==> src/rtl/unified_mem_arbiter.sv <==
// Sequencer/arbiter sharing the single-port unified I/D memory between IF bundle fetches
// and MEM loads/stores; MEM has priority, a saturating starvation counter forces IF through.
module unified_mem_arbiter #(
  parameter int ADDR_W     = 12,
  parameter int INSTR_END  = 2048,
  parameter int STARVE_MAX = 4
) (
  input  logic              clk,
  input  logic              rst_n,
  input  logic              if_req,
  input  logic [ADDR_W-1:0] if_addr,
  input  logic              if_flush,
  output logic              if_done,
  output logic [95:0]       if_bundle,
  input  logic              d_req,
  input  logic [ADDR_W-1:0] d_addr,
  input  logic [1:0]        d_read,
  input  logic [1:0]        d_write,
  input  logic              d_unsigned,
  input  logic [31:0]       d_wdata,
  output logic              d_done,
  output logic [31:0]       d_rdata,
  output logic              d_fault,
  output logic [ADDR_W-1:0] mem_address,
  output logic [1:0]        mem_read,
  output logic [1:0]        mem_write,
  output logic [31:0]       mem_writedata,
  output logic              mem_unsigned,
  output logic              mem_ifetch,
  input  logic [95:0]       mem_rdata
);
  localparam int CW = $clog2(STARVE_MAX + 1);
  localparam logic [CW-1:0]   SMAX = CW'(STARVE_MAX);
  localparam logic [ADDR_W:0] IEND = (ADDR_W + 1)'(INSTR_END);

  typedef enum logic [1:0] {IDLE, IF_RESP, D_RESP} state_t;

  state_t        state;
  logic [CW-1:0] starve_cnt;
  logic          fault_q, flush_seen;
  logic          idle, grant_d, grant_if, store_blk;

  // Grants are combinational so stores commit and reads return within the grant cycle.
  always_comb begin
    idle          = rst_n && (state == IDLE);
    grant_d       = idle && d_req && (!if_req || starve_cnt < SMAX);
    grant_if      = idle && !grant_d && if_req;
    store_blk     = (d_write != 2'b00) && ({1'b0, d_addr} < IEND);
    mem_address   = '0;
    mem_read      = 2'b00;
    mem_write     = 2'b00;
    mem_writedata = '0;
    mem_unsigned  = 1'b0;
    mem_ifetch    = 1'b0;
    if (grant_d) begin
      mem_address   = d_addr;
      mem_read      = d_read;
      mem_write     = store_blk ? 2'b00 : d_write;
      mem_writedata = d_wdata;
      mem_unsigned  = d_unsigned;
    end else if (grant_if) begin
      mem_address = if_addr;
      mem_read    = 2'b11;
      mem_ifetch  = 1'b1;
    end
  end

  always_ff @(posedge clk or negedge rst_n) begin
    if (!rst_n) begin
      state      <= IDLE;
      starve_cnt <= '0;
      fault_q    <= 1'b0;
      flush_seen <= 1'b0;
      if_bundle  <= '0;
      d_rdata    <= '0;
    end else begin
      case (state)
        IDLE: begin
          if (!if_req || grant_if)
            starve_cnt <= '0;
          else if (grant_d && starve_cnt < SMAX)
            starve_cnt <= starve_cnt + CW'(1);
          if (grant_d) begin
            state   <= D_RESP;
            fault_q <= store_blk;
            // a no-op (and a store) returns zero rather than whatever the memory drives
            d_rdata <= (d_read == 2'b00) ? 32'h0 : mem_rdata[31:0];
          end else if (grant_if) begin
            state      <= IF_RESP;
            flush_seen <= if_flush;
            if_bundle  <= mem_rdata;
          end
        end
        default: state <= IDLE;
      endcase
    end
  end

  assign if_done = (state == IF_RESP) && !if_flush && !flush_seen;
  assign d_done  = (state == D_RESP);
  assign d_fault = d_done && fault_q;
endmodule

==> config.mk <==
export PLATFORM = sky130hd
export DESIGN_NAME = unified_mem_arbiter
export DESIGN_NICKNAME = d
export VERILOG_FILES = /design/src/rtl/unified_mem_arbiter.sv
export SDC_FILE = /design/constraint.sdc
export NUM_CORES = 1
export LEC_CHECK = 0
export ABC_AREA = 1
export CAP_MARGIN = 15
export CELL_PAD_IN_SITES_DETAIL_PLACEMENT = 2
export CELL_PAD_IN_SITES_GLOBAL_PLACEMENT = 2
export CORE_MARGIN = 2
export CORE_UTILIZATION = 18
export DETAILED_ROUTE_END_ITERATION = 6
export GPL_TIMING_DRIVEN = 0
export PLACE_DENSITY = 0.84
export SYNTH_ARGS = -nofsm -noshare
export SYNTH_HDL_FRONTEND = slang
export SYNTH_SLANG_ARGS = --single-unit
==> constraint.sdc <==
create_clock -name clk -period 1.47 [get_ports clk]
set_input_delay 0.294 -clock clk [delete_from_list [all_inputs] [get_ports clk]]
set_output_delay 0.294 -clock clk [all_outputs]
set_load 0.03 [all_outputs]
==> flow_summary.json, run 1 <==
{
  "outcome": "finished, violations left",
  "failing_checks": "hold timing, setup timing",
  "critPathMaxStageDelay_ns": 0.44,
  "cell_area_after_synthesis_um2": 6050,
  "drtAntennaViolNets": 0,
  "number_of_logic_stages_on_the_critical_path_including_buffering": 8,
  "clk-insertion-delay-late_ns": 0.43,
  "post_drt_wl_per_cell_um": 20.8,
  "hold_slack_ns": -0.206,
  "grt_pass1_wl_um": 49400,
  "clock-skew-final_ns": 0.0108,
  "globalRouteOverflowTotal": 0,
  "synthToLayoutAreaGrowth_pct": 100,
  "pin_count_of_the_biggest_net_entering_global_routing": 71,
  "netlist_instances": 735,
  "yosys.cell_types.count": 20,
  "criticalPathCategory": "register to primary output",
  "grt_antenna_before_repair": 3,
  "portion_of_the_clock_cycle_consumed_by_the_worst_path_in_the_final_layout_pct": 147,
  "ff2ff_path_depth": 11,
  "detail_route.drc_violations": 0,
  "routed-wl-met3_um": 2170,
  "preCtsSetupSlack_ns": -1.69,
  "worst_ep_required_time_ns": 1.18,
  "drt_pass1_iterations": 4,
  "ctsHtreeMaxLevel": 4,
  "critical_path.slowest_cell": "sky130_fd_sc_hd__dfrtp_2",
  "boundaryPins": 343,
  "setup.reg_to_reg.worst_slack_ns": -0.41,
  "fillerInstances": 3599,
  "final_wtd_congestion": 0.834,
  "detailedPlacementHpwl_um": 22900,
  "ctsLongestPathBuffers": 2,
  "critical_path_buf_inv_count": 3,
  "route.detailed.vias_per_inst": 4.39,
  "setup_repair_after_global_routing_missed_its_margin": "yes",
  "worst-path-max-fanout": 5,
  "crit_chain": "nor2_4 > nand2_2 > nor2_4 > buf_12 > buf_8 > nand2_8 > nor2_4 > buf_6",
  "clockRootBuffer": "sky130_fd_sc_hd__clkbuf_16",
  "post-synth-top-area-fraction_pct": 55.8,
  "ratio_of_total_power_to_cell_area_nw_per_um2": 1230,
  "setup_slack_ns": -0.685,
  "met1Wirelength_um": 12500,
  "post-route-cell-area_um2": 12100,
  "irDropWorstVdd_uv": 750,
  "maxUsedRoutingLayer": "met4",
  "synthesis.yosys.warnings": 0,
  "fmax_ghz": 0.464,
  "globalRouteTotalUtil_pct": 18.6,
  "avgSynthCellArea_um2": 8.23,
  "maxSlewHeadroom_pct": 54.8,
  "num_rows": 67,
  "starting_density_of_the_core_pct": 18.2,
  "dpl_cell_area_um2": 10300,
  "dieArea_um2": 35100,
  "first_global_vias": 7944,
  "timing.critical_path.from_type": "register",
  "die_h_um": 187,
  "final_layout_size_suffix_gt1_share_pct": 35.6,
  "crit-reg2reg-capture": "if_bundle[24]",
  "synth_area_leader_cell": "sky130_fd_sc_hd__dfrtp_1",
  "number_of_vias_in_the_routed_layout": 7046,
  "post_synth_main_area_contributors": "sky130_fd_sc_hd__dfrtp_1 56%, sky130_fd_sc_hd__nand2_1 18%, sky130_fd_sc_hd__nand4_1 11%, sky130_fd_sc_hd__buf_2 3.2%, sky130_fd_sc_hd__nand3_1 2.9%",
  "drc_marker_count_from_the_first_detailed_route_iteration": 219,
  "mapped_nets": 898,
  "clk_transition_reported_paths_ns": 0.07,
  "power_uw": 14800,
  "timing.hold.worst.class": "input pin to asynchronous set/reset pin",
  "clock_sink_total": 135,
  "cts_buffers": 17,
  "tritoncts": "yes",
  "finish.net_count": 1305,
  "setup_viol": 172,
  "worst_pin_slew_ns": 0.678,
  "timing.final.hold_violations": 65,
  "critical_path.most_common_cell": "sky130_fd_sc_hd__nor2_4",
  "seq_area_frac_synth_pct": 55.8,
  "number_of_buffer_cells_added_on_primary_ports": 341,
  "die-width_um": 187,
  "crit-reg2reg-launch": "state[1]",
  "ys_seq_elements": 135,
  "wl_met2_um": 17800,
  "critical-path-top-delay-family": "simple AND/OR/NAND/NOR gates",
  "timing.critical_path.arrival_ns": 1.86,
  "leakagePower_uw": 0.00580,
  "core_um2": 33300,
  "drv.max_cap_violation_count": 0,
  "final_max_slew_viol_count": 0,
  "wirelength_um": 33300,
  "layout_min_cycle_time_ns": 2.16,
  "endpoint_kind": "primary output"
}
## registers in the layout, summed over array words and instances (netlist names)
name / flops
state: 2
d_rdata: 32
fault_q: 1
flush_seen: 1
starve_cnt: 3
if_bundle: 96
## cells in the final DEF (no fill, tap or decap)
master,n
sky130_fd_sc_hd__nand2_1,246
sky130_fd_sc_hd__clkdlybuf4s50_1,159
sky130_fd_sc_hd__dfrtp_1,133
sky130_fd_sc_hd__nand4_1,111
sky130_fd_sc_hd__clkdlybuf4s15_2,109
sky130_fd_sc_hd__buf_6,76
sky130_fd_sc_hd__inv_1,42
sky130_fd_sc_hd__buf_4,35
sky130_fd_sc_hd__nand3_1,35
sky130_fd_sc_hd__nor2_4,29
sky130_fd_sc_hd__buf_2,28
sky130_fd_sc_hd__nand2_2,27
sky130_fd_sc_hd__nand2_4,23
sky130_fd_sc_hd__clkbuf_16,21
sky130_fd_sc_hd__buf_8,13
sky130_fd_sc_hd__clkbuf_1,13
sky130_fd_sc_hd__nor2_2,9
sky130_fd_sc_hd__buf_12,8
sky130_fd_sc_hd__clkinv_4,7
sky130_fd_sc_hd__inv_6,4
sky130_fd_sc_hd__diode_2,3
sky130_fd_sc_hd__inv_2,3
sky130_fd_sc_hd__clkbuf_2,3
sky130_fd_sc_hd__o21ai_2,2
sky130_fd_sc_hd__nor2_1,2
sky130_fd_sc_hd__bufinv_16,2
sky130_fd_sc_hd__clkinvlp_4,2
sky130_fd_sc_hd__buf_16,2
sky130_fd_sc_hd__dfrtp_2,2
sky130_fd_sc_hd__nand2_8,1
sky130_fd_sc_hd__nor4_4,1
sky130_fd_sc_hd__nor3_4,1
sky130_fd_sc_hd__or2_2,1
sky130_fd_sc_hd__a21oi_1,1
sky130_fd_sc_hd__o21ai_1,1
sky130_fd_sc_hd__ha_1,1
sky130_fd_sc_hd__clkinv_2,1
sky130_fd_sc_hd__clkbuf_8,1
## worst max-delay path by stage
stage             start  slack [ns]                end
6_report       state[1]       -0.69       mem_write[1]
5_1_grt        state[1]       -0.77       mem_write[1]
4_1_cts        state[0]       -0.69       mem_write[1]
3_5_place_dp      rst_n       -1.69  mem_writedata[10]
3_3_place_gp      rst_n       -7.70  mem_writedata[10]
2_1_floorplan  state[1]       -0.21  mem_writedata[10]
## routing by layer
metal	vias to the layer above	global-route usage (%)
met5	-	0
met4	0	7.14
met3	52	5.25
met2	253	34.2
met1	3528	20.2
li1	3213	-
## power breakdown
part	total (uW)	leakage (uW)	switching [uW]	internal, uW
clock	4480	0.000285	1950	2530
sequential	4930	0.00170	477	4450
combinational	5430	0.00382	3320	2120
total	14800	0.00580	5740	9100
## synth_stat cells
| master | count |
|---|---|
| sky130_fd_sc_hd__clkbuf_1 | 19 |
| sky130_fd_sc_hd__inv_2 | 1 |
| sky130_fd_sc_hd__ha_1 | 1 |
| sky130_fd_sc_hd__buf_1 | 1 |
| sky130_fd_sc_hd__nand4_1 | 111 |
| sky130_fd_sc_hd__a21oi_1 | 1 |
| sky130_fd_sc_hd__o21ai_0 | 3 |
| sky130_fd_sc_hd__buf_2 | 39 |
| sky130_fd_sc_hd__nor4_1 | 1 |
| sky130_fd_sc_hd__nand2_2 | 2 |
| sky130_fd_sc_hd__nand2_1 | 295 |
| sky130_fd_sc_hd__buf_4 | 3 |
| sky130_fd_sc_hd__dfrtp_1 | 135 |
| sky130_fd_sc_hd__buf_6 | 1 |
| sky130_fd_sc_hd__or2_2 | 1 |
| sky130_fd_sc_hd__nor3_1 | 1 |
| sky130_fd_sc_hd__nor2_2 | 2 |
| sky130_fd_sc_hd__inv_1 | 45 |
| sky130_fd_sc_hd__nor2_1 | 38 |
| sky130_fd_sc_hd__nand3_1 | 35 |
## timing repair
action                                  CTS  global route
endpoints found under the setup margin  307           199
gates cloned                              3             1
gates resized for setup                 885            91
buffers inserted                         22            23
endpoints found under the hold margin    65            65
pin swaps                                10            19
## stage by stage
step	instances	utilization (%)	TNS, ns	hold slack (ns)
CTS	1582	35.4	-41.71	-0.180
detailed placement	1525	31.1	-149.64	0.364
finish	1606	36.4	-50.59	-0.206
global placement	1524	31.0	-1991.33	0.453
global route	1606	36.4	-62.53	-0.185
floorplan	735	-	-7.47	-0.00159
## cells by family (layout without fill, tap and decap cells)
family                     Yosys count  count (layout)  share of synthesized area, %
other                                0               3                             0
DFF                                135             135                          55.8
and+or+nand+nor                    486             486                          35.7
adders and majority gates            1               1                         0.207
AOI/OAI and AO/OA                    4               4                         0.331
buffers and inverters              109             529                          7.88
## final cells by class
| cell class | instances | area [um^2] | area share, % |
|---|---|---|---|
| inverter | 46 | 178 | 1.47 |
| clock buffer | 17 | 425 | 3.52 |
| antenna | 3 | 7.51 | 0.0620 |
| tap | 448 | 561 | 4.63 |
| multi-input combinational | 491 | 2720 | 22.4 |
| buffer | 62 | 624 | 5.16 |
| clock inverter | 15 | 168 | 1.39 |
| timing repair buffer | 389 | 4040 | 33.4 |
| sequential | 135 | 3380 | 27.9 |
Note: power is estimated with default switching activity, not from simulation.
==> run 2, diff against run 1 <==
- CAP_MARGIN: 15 -> 20
- CORE_UTILIZATION: 18 -> 20
- PLACE_DENSITY: 0.84 -> 0.87
- clock period: 1.47 -> 2.2 ns (I/O delays scaled with it)
==> flow_summary.json, run 2 (same netlist as run 1, synthesis figures left out) <==
{
  "crit-reg2reg-launch": "state[1]",
  "ctsHtreeMaxLevel": 4,
  "number_of_buffer_cells_added_on_primary_ports": 341,
  "grt_pass1_wl_um": 45500,
  "leakagePower_uw": 0.00554,
  "globalRouteTotalUtil_pct": 19.0,
  "preCtsSetupSlack_ns": -1.20,
  "boundaryPins": 343,
  "outcome": "finished, violations left",
  "ratio_of_total_power_to_cell_area_nw_per_um2": 866,
  "synthToLayoutAreaGrowth_pct": 90.3,
  "failing_checks": "hold timing, setup timing",
  "irDropWorstVdd_uv": 426,
  "detail_route.drc_violations": 0,
  "layout_min_cycle_time_ns": 2.33,
  "commonest_non_fill_non_tap_cell_in_the_layout": "sky130_fd_sc_hd__clkdlybuf4s50_1",
  "detailedPlacementHpwl_um": 21900,
  "clk-insertion-delay-late_ns": 0.43,
  "hold_slack_ns": -0.0960,
  "timing.critical_path.arrival_ns": 1.89,
  "number_of_vias_in_the_routed_layout": 6939,
  "wirelength_um": 31900,
  "maxSlewHeadroom_pct": 61.8,
  "ff2ff_path_depth": 8,
  "finalCoreUtilization_pct": 38.7,
  "tritoncts": "yes",
  "globalRouteOverflowTotal": 0,
  "starting_density_of_the_core_pct": 20.4,
  "critical_path.slowest_cell": "sky130_fd_sc_hd__dfrtp_1",
  "final_wtd_congestion": 0.766,
  "portion_of_the_clock_cycle_consumed_by_the_worst_path_in_the_final_layout_pct": 106,
  "setup.reg_to_reg.worst_slack_ns": 0.34,
  "most_frequent_cells_in_the_layout": "287 x sky130_fd_sc_hd__clkdlybuf4s50_1, 272 x sky130_fd_sc_hd__nand2_1, 134 x sky130_fd_sc_hd__dfrtp_1, 111 x sky130_fd_sc_hd__nand4_1, 50 x sky130_fd_sc_hd__buf_6",
  "setup_repair_after_global_routing_missed_its_margin": "yes",
  "core_um2": 29700,
  "critPathMaxStageDelay_ns": 0.43,
  "timing.final.hold_violations": 62,
  "finish.net_count": 1287,
  "grt_antenna_before_repair": 1,
  "num_rows": 63,
  "clock_sink_total": 135,
  "worst-path-max-fanout": 5,
  "layoutNonFillerInstCount": 1528,
  "startpoint": "state[1]",
  "cts_buffers": 17,
  "die-width_um": 178,
  "flip_flop_count_of_the_largest_register_all_copies_and_words_added": 96,
  "drt_pass1_iterations": 4,
  "criticalPathCategory": "register to primary output",
  "dp.cells": 1467,
  "registers.top_by_ff_count": "if_bundle",
  "crit-reg2reg-capture": "if_bundle[95]",
  "fmax_ghz": 0.430,
  "drc_marker_count_from_the_first_detailed_route_iteration": 283,
  "ctsLongestPathBuffers": 2,
  "drv.max_cap_violation_count": 0,
  "tns_ns": -3.34,
  "dieArea_um2": 31700,
  "route.detailed.vias_per_inst": 4.54,
  "setup_slack_ns": -0.125,
  "pin_count_of_the_biggest_net_entering_global_routing": 74,
  "timing.hold.worst.class": "input pin to asynchronous set/reset pin",
  "clock-skew-final_ns": 0.0116,
  "clockRootBuffer": "sky130_fd_sc_hd__clkbuf_16",
  "worst_pin_slew_ns": 0.573,
  "largestRegisters": "if_bundle (96), d_rdata (32), starve_cnt (3)",
  "endpoint": "mem_writedata[3]",
  "die_h_um": 178,
  "final_max_slew_viol_count": 0,
  "clk_transition_reported_paths_ns": 0.08,
  "crit_chain": "nor2_4 > nand4_1 > buf_6 > buf_12 > buf_12 > nor2_4 > buf_6",
  "timing.critical_path.from_type": "register",
  "setup_viol": 42,
  "final_layout_size_suffix_gt1_share_pct": 19.7,
  "first_global_vias": 7678,
  "drtAntennaViolNets": 0,
  "worst_ep_required_time_ns": 1.76,
  "endpoint_kind": "primary output",
  "post_drt_wl_per_cell_um": 20.9
}
==> run 2: cell count changes in the layout (fill, tap and decap cells not counted), moves of 12 or more <==
cell | previous run | this run
sky130_fd_sc_hd__buf_6 | 76 | 50
sky130_fd_sc_hd__nand2_1 | 246 | 272
sky130_fd_sc_hd__clkdlybuf4s15_2 | 109 | 0
sky130_fd_sc_hd__clkdlybuf4s50_1 | 159 | 287
sky130_fd_sc_hd__nand2_4 | 23 | 11
sky130_fd_sc_hd__nand2_2 | 27 | 13
==> run 2: what timing repair did <==
action | CTS | global route
gates cloned | 1 | 5
buffers inserted | 10 | 14
endpoints found under the hold margin | 62 | 62
setup endpoints to repair | 52 | 50
gates resized for setup | 414 | 104
pin swaps | 7 | 16
==> run 2: cell type report <==
class                           instances  area (um^2)
Clock buffer                           17          425
Clock inverter                         15          178
Sequential cell                       135         3380
Inverter                               46          173
Fill cell                            3216        18200
Antenna cell                            1         2.50
Buffer                                 61          445
Timing Repair Buffer                  372         3830
Tap cell                              390          488
Multi-Input combinational cell        491         2590
==> run 2: worst max-delay path, delay by kind of cell, from the launching register on <==
family,cells,cell delay (ns)
buf+inv,4,0.59
simple gates,3,0.44
flops,1,0.43
==> run 2: per-layer routing <==
| metal | GRT usage [%] | vias to the layer above | wire (um) |
|---|---|---|---|
| met5 | 0 | - | 0 |
| met4 | 5.33 | 0 | 568 |
| met3 | 6.21 | 36 | 2430 |
| met2 | 34.0 | 239 | 16500 |
| met1 | 21.5 | 3490 | 12400 |
| li1 | - | 3174 | - |
==> run 2: through the flow <==
| stage | instance area [um^2] | hold WS [ns] | power, uW |
|---|---|---|---|
| 6_report | 11500 | -0.0960 | 9970 |
| 5_1_grt | 11500 | -0.102 | 10500 |
| 4_1_cts | 10900 | -0.0983 | 9930 |
| 3_5_place_dp | 9980 | 0.459 | 6770 |
| 3_3_place_gp | 9950 | 0.453 | 6660 |
| 2_1_floorplan | 6050 | 0.144 | 4930 |
==> run 2: how the worst min path moves through the flow <==
stage	depth (start not counted)	to	slack, ns	startpoint
2_1_floorplan	0	d_rdata[0]	0.14	rst_n
3_3_place_gp	2	if_bundle[23]	0.45	if_bundle[23]
3_5_place_dp	2	if_bundle[70]	0.46	if_bundle[70]
4_1_cts	1	if_bundle[80]	-0.1	rst_n
5_1_grt	1	if_bundle[87]	-0.10	rst_n
6_report	1	if_bundle[90]	-0.1	rst_n
==> run 2: where the power goes <==
| group | leakage [uW] | total, uW | internal, uW | switching, uW |
|---|---|---|---|---|
| clock | 0.000297 | 3000 | 1630 | 1370 |
| combinational | 0.00354 | 3700 | 1520 | 2180 |
| sequential | 0.00170 | 3270 | 2970 | 297 |
| total | 0.00554 | 9970 | 6120 | 3850 |
==> edit, RTL diff (flow settings as in run 1) <==
Change the parameter `STARVE_MAX` from 4 to 2.
--- a/src/rtl/unified_mem_arbiter.sv
+++ b/src/rtl/unified_mem_arbiter.sv
@@ -4,5 +4,5 @@
   parameter int ADDR_W     = 12,
   parameter int INSTR_END  = 2048,
-  parameter int STARVE_MAX = 4
+  parameter int STARVE_MAX = 2
 ) (
   input  logic              clk,
Function: no difference found for any inputs over 4 cycles, from zero or initial values and one cycle with rst_n low; that may be too few to reach the edited logic, so the function may still have changed.
==> edit against run 1 <==
- the run ends with negative setup slack left
- highest routed layer is now met5
- via count increased by 0.99%
- sequential cell count is 1 lower
- setup slack lost 0.033 ns
- area after synthesis shrank 1.3%
- cell area grew 11%
- routed wire length is 7.3% higher
- largest cell class unchanged
- total power grew 26%
- critical endpoint is now mem_read[0]
- global-route usage up 1.1 points
==> edit: results (changes against run 1) <==
status:
  violations: "negative setup slack"
  status: "finished with violations"
drt:
  vias: 7116  # +0.99%
  drtIter0Drc: 267  # +22%
  route.met3.wl_mm: 2.43  # +12%
  drt-met1-wl_mm: 13.3  # +6.3%
  wl_met2_mm: 19.2  # +8.2%
power_and_ir_drop:
  power.share.clock: 0.251  # -0.051
  vdd_drop_max_uv: 574  # -23%
  p_int_mw: 11.1  # +22%
  p_leak_nw: 6.24  # +7.6%
  p_seq_mw: 5.62  # +14%
global_route:
  antenna_found_initial: 1  # -2
  grt_max_degree: 36  # -49%
  grt_pass1_wl_mm: 50.3  # +1.9%
  grtUsageMet2: 0.370  # +0.0281
  use_met3: 0.0581  # +0.00558
  grt_pass1_vias: 8063  # +1.5%
sta:
  whs_ns: 0.0313  # +0.237 ns
  setup_slack_ns: -0.718  # -0.0333 ns
  tns_ns: -63.43  # -12.85 ns
  fin_skew_ns: 0.0114  # +0.000561 ns
  setup_viol: 174  # +1.2%
setup_path:
  rr_endpoint: "d_rdata[8]$_DFFE_PN0P_"
  path_max_fanout: 6  # +1
  rr_worst_depth: 12  # +1
  crit_path_end: "mem_read[0]"
  cp_data_arrival_time_ns: 1.89  # +0.03 ns
  reg2reg_slack_ns: -0.37  # +0.04 ns
synth:
  synth.avg_cell_area_sq_um: 8.22  # -0.12%
  ys_types: 18  # -10%
  synth_compound_area_frac: 0.0151  # +0.0118
  synth_common_cells: "nand2_1 (279), dfrtp_1 (134), nand4_1 (98), inv_1 (57), nor2_1 (38)"
  ys_seq_elements: 134  # -0.74%
  syn_nets: 888  # -1.1%
  ys_top_cells_by_area: "dfrtp_1 (56%), nand2_1 (18%), nand4_1 (10%)"
layout:
  multi_input_cells: 473  # -3.7%
  fillers: 3368  # -6.4%
  clock_area_frac: 0.0460  # -0.00297
  nets: 1326  # +1.6%
  seq_area_sq_mm: 0.00336  # -0.74%
  nClkBuffers: 19  # +2
  drive_above_1_share: 0.468  # +0.112
  nonClkBufAreaFrac: 0.408  # +0.0220
placed_design:
  dpl_worst_slack_ns: -2.11  # -0.413 ns
  place_area_sq_mm: 0.0105  # +1.5%
  port_buffers: 342  # +0.29%
  hpwl_mm: 22.5  # -1.7%
[edit: cell types whose count changed after synthesis, sizes merged]
| cell | before | now |
|---|---|---|
| nand4 | 111 | 98 |
| buf | 44 | 35 |
| o21ai | 3 | 16 |
| a21oi | 1 | 2 |
| clkbuf | 19 | 24 |
| ha | 1 | 0 |
| or2 | 1 | 0 |
| inv | 46 | 60 |
| dfrtp | 135 | 134 |
| nand2 | 297 | 280 |
[edit: worst max-delay path, stage by stage (launching register included)]
cell and delay (ns):
dfrtp_2 0.47, inv_4 0.10, nand2_4 0.06, nor2_4 0.14
nand3_4 0.16, buf_12 0.20, buf_12 0.14, o21ai_2 0.06
buf_6 0.14
[edit: timing repair]
action,CTS,global route
hold endpoints to repair,93,0
endpoints found under the setup margin,315,209
pin swaps,34,21
cloned,14,7
gates resized for setup,985,167
hold buffers,8,0
buffers inserted,36,21
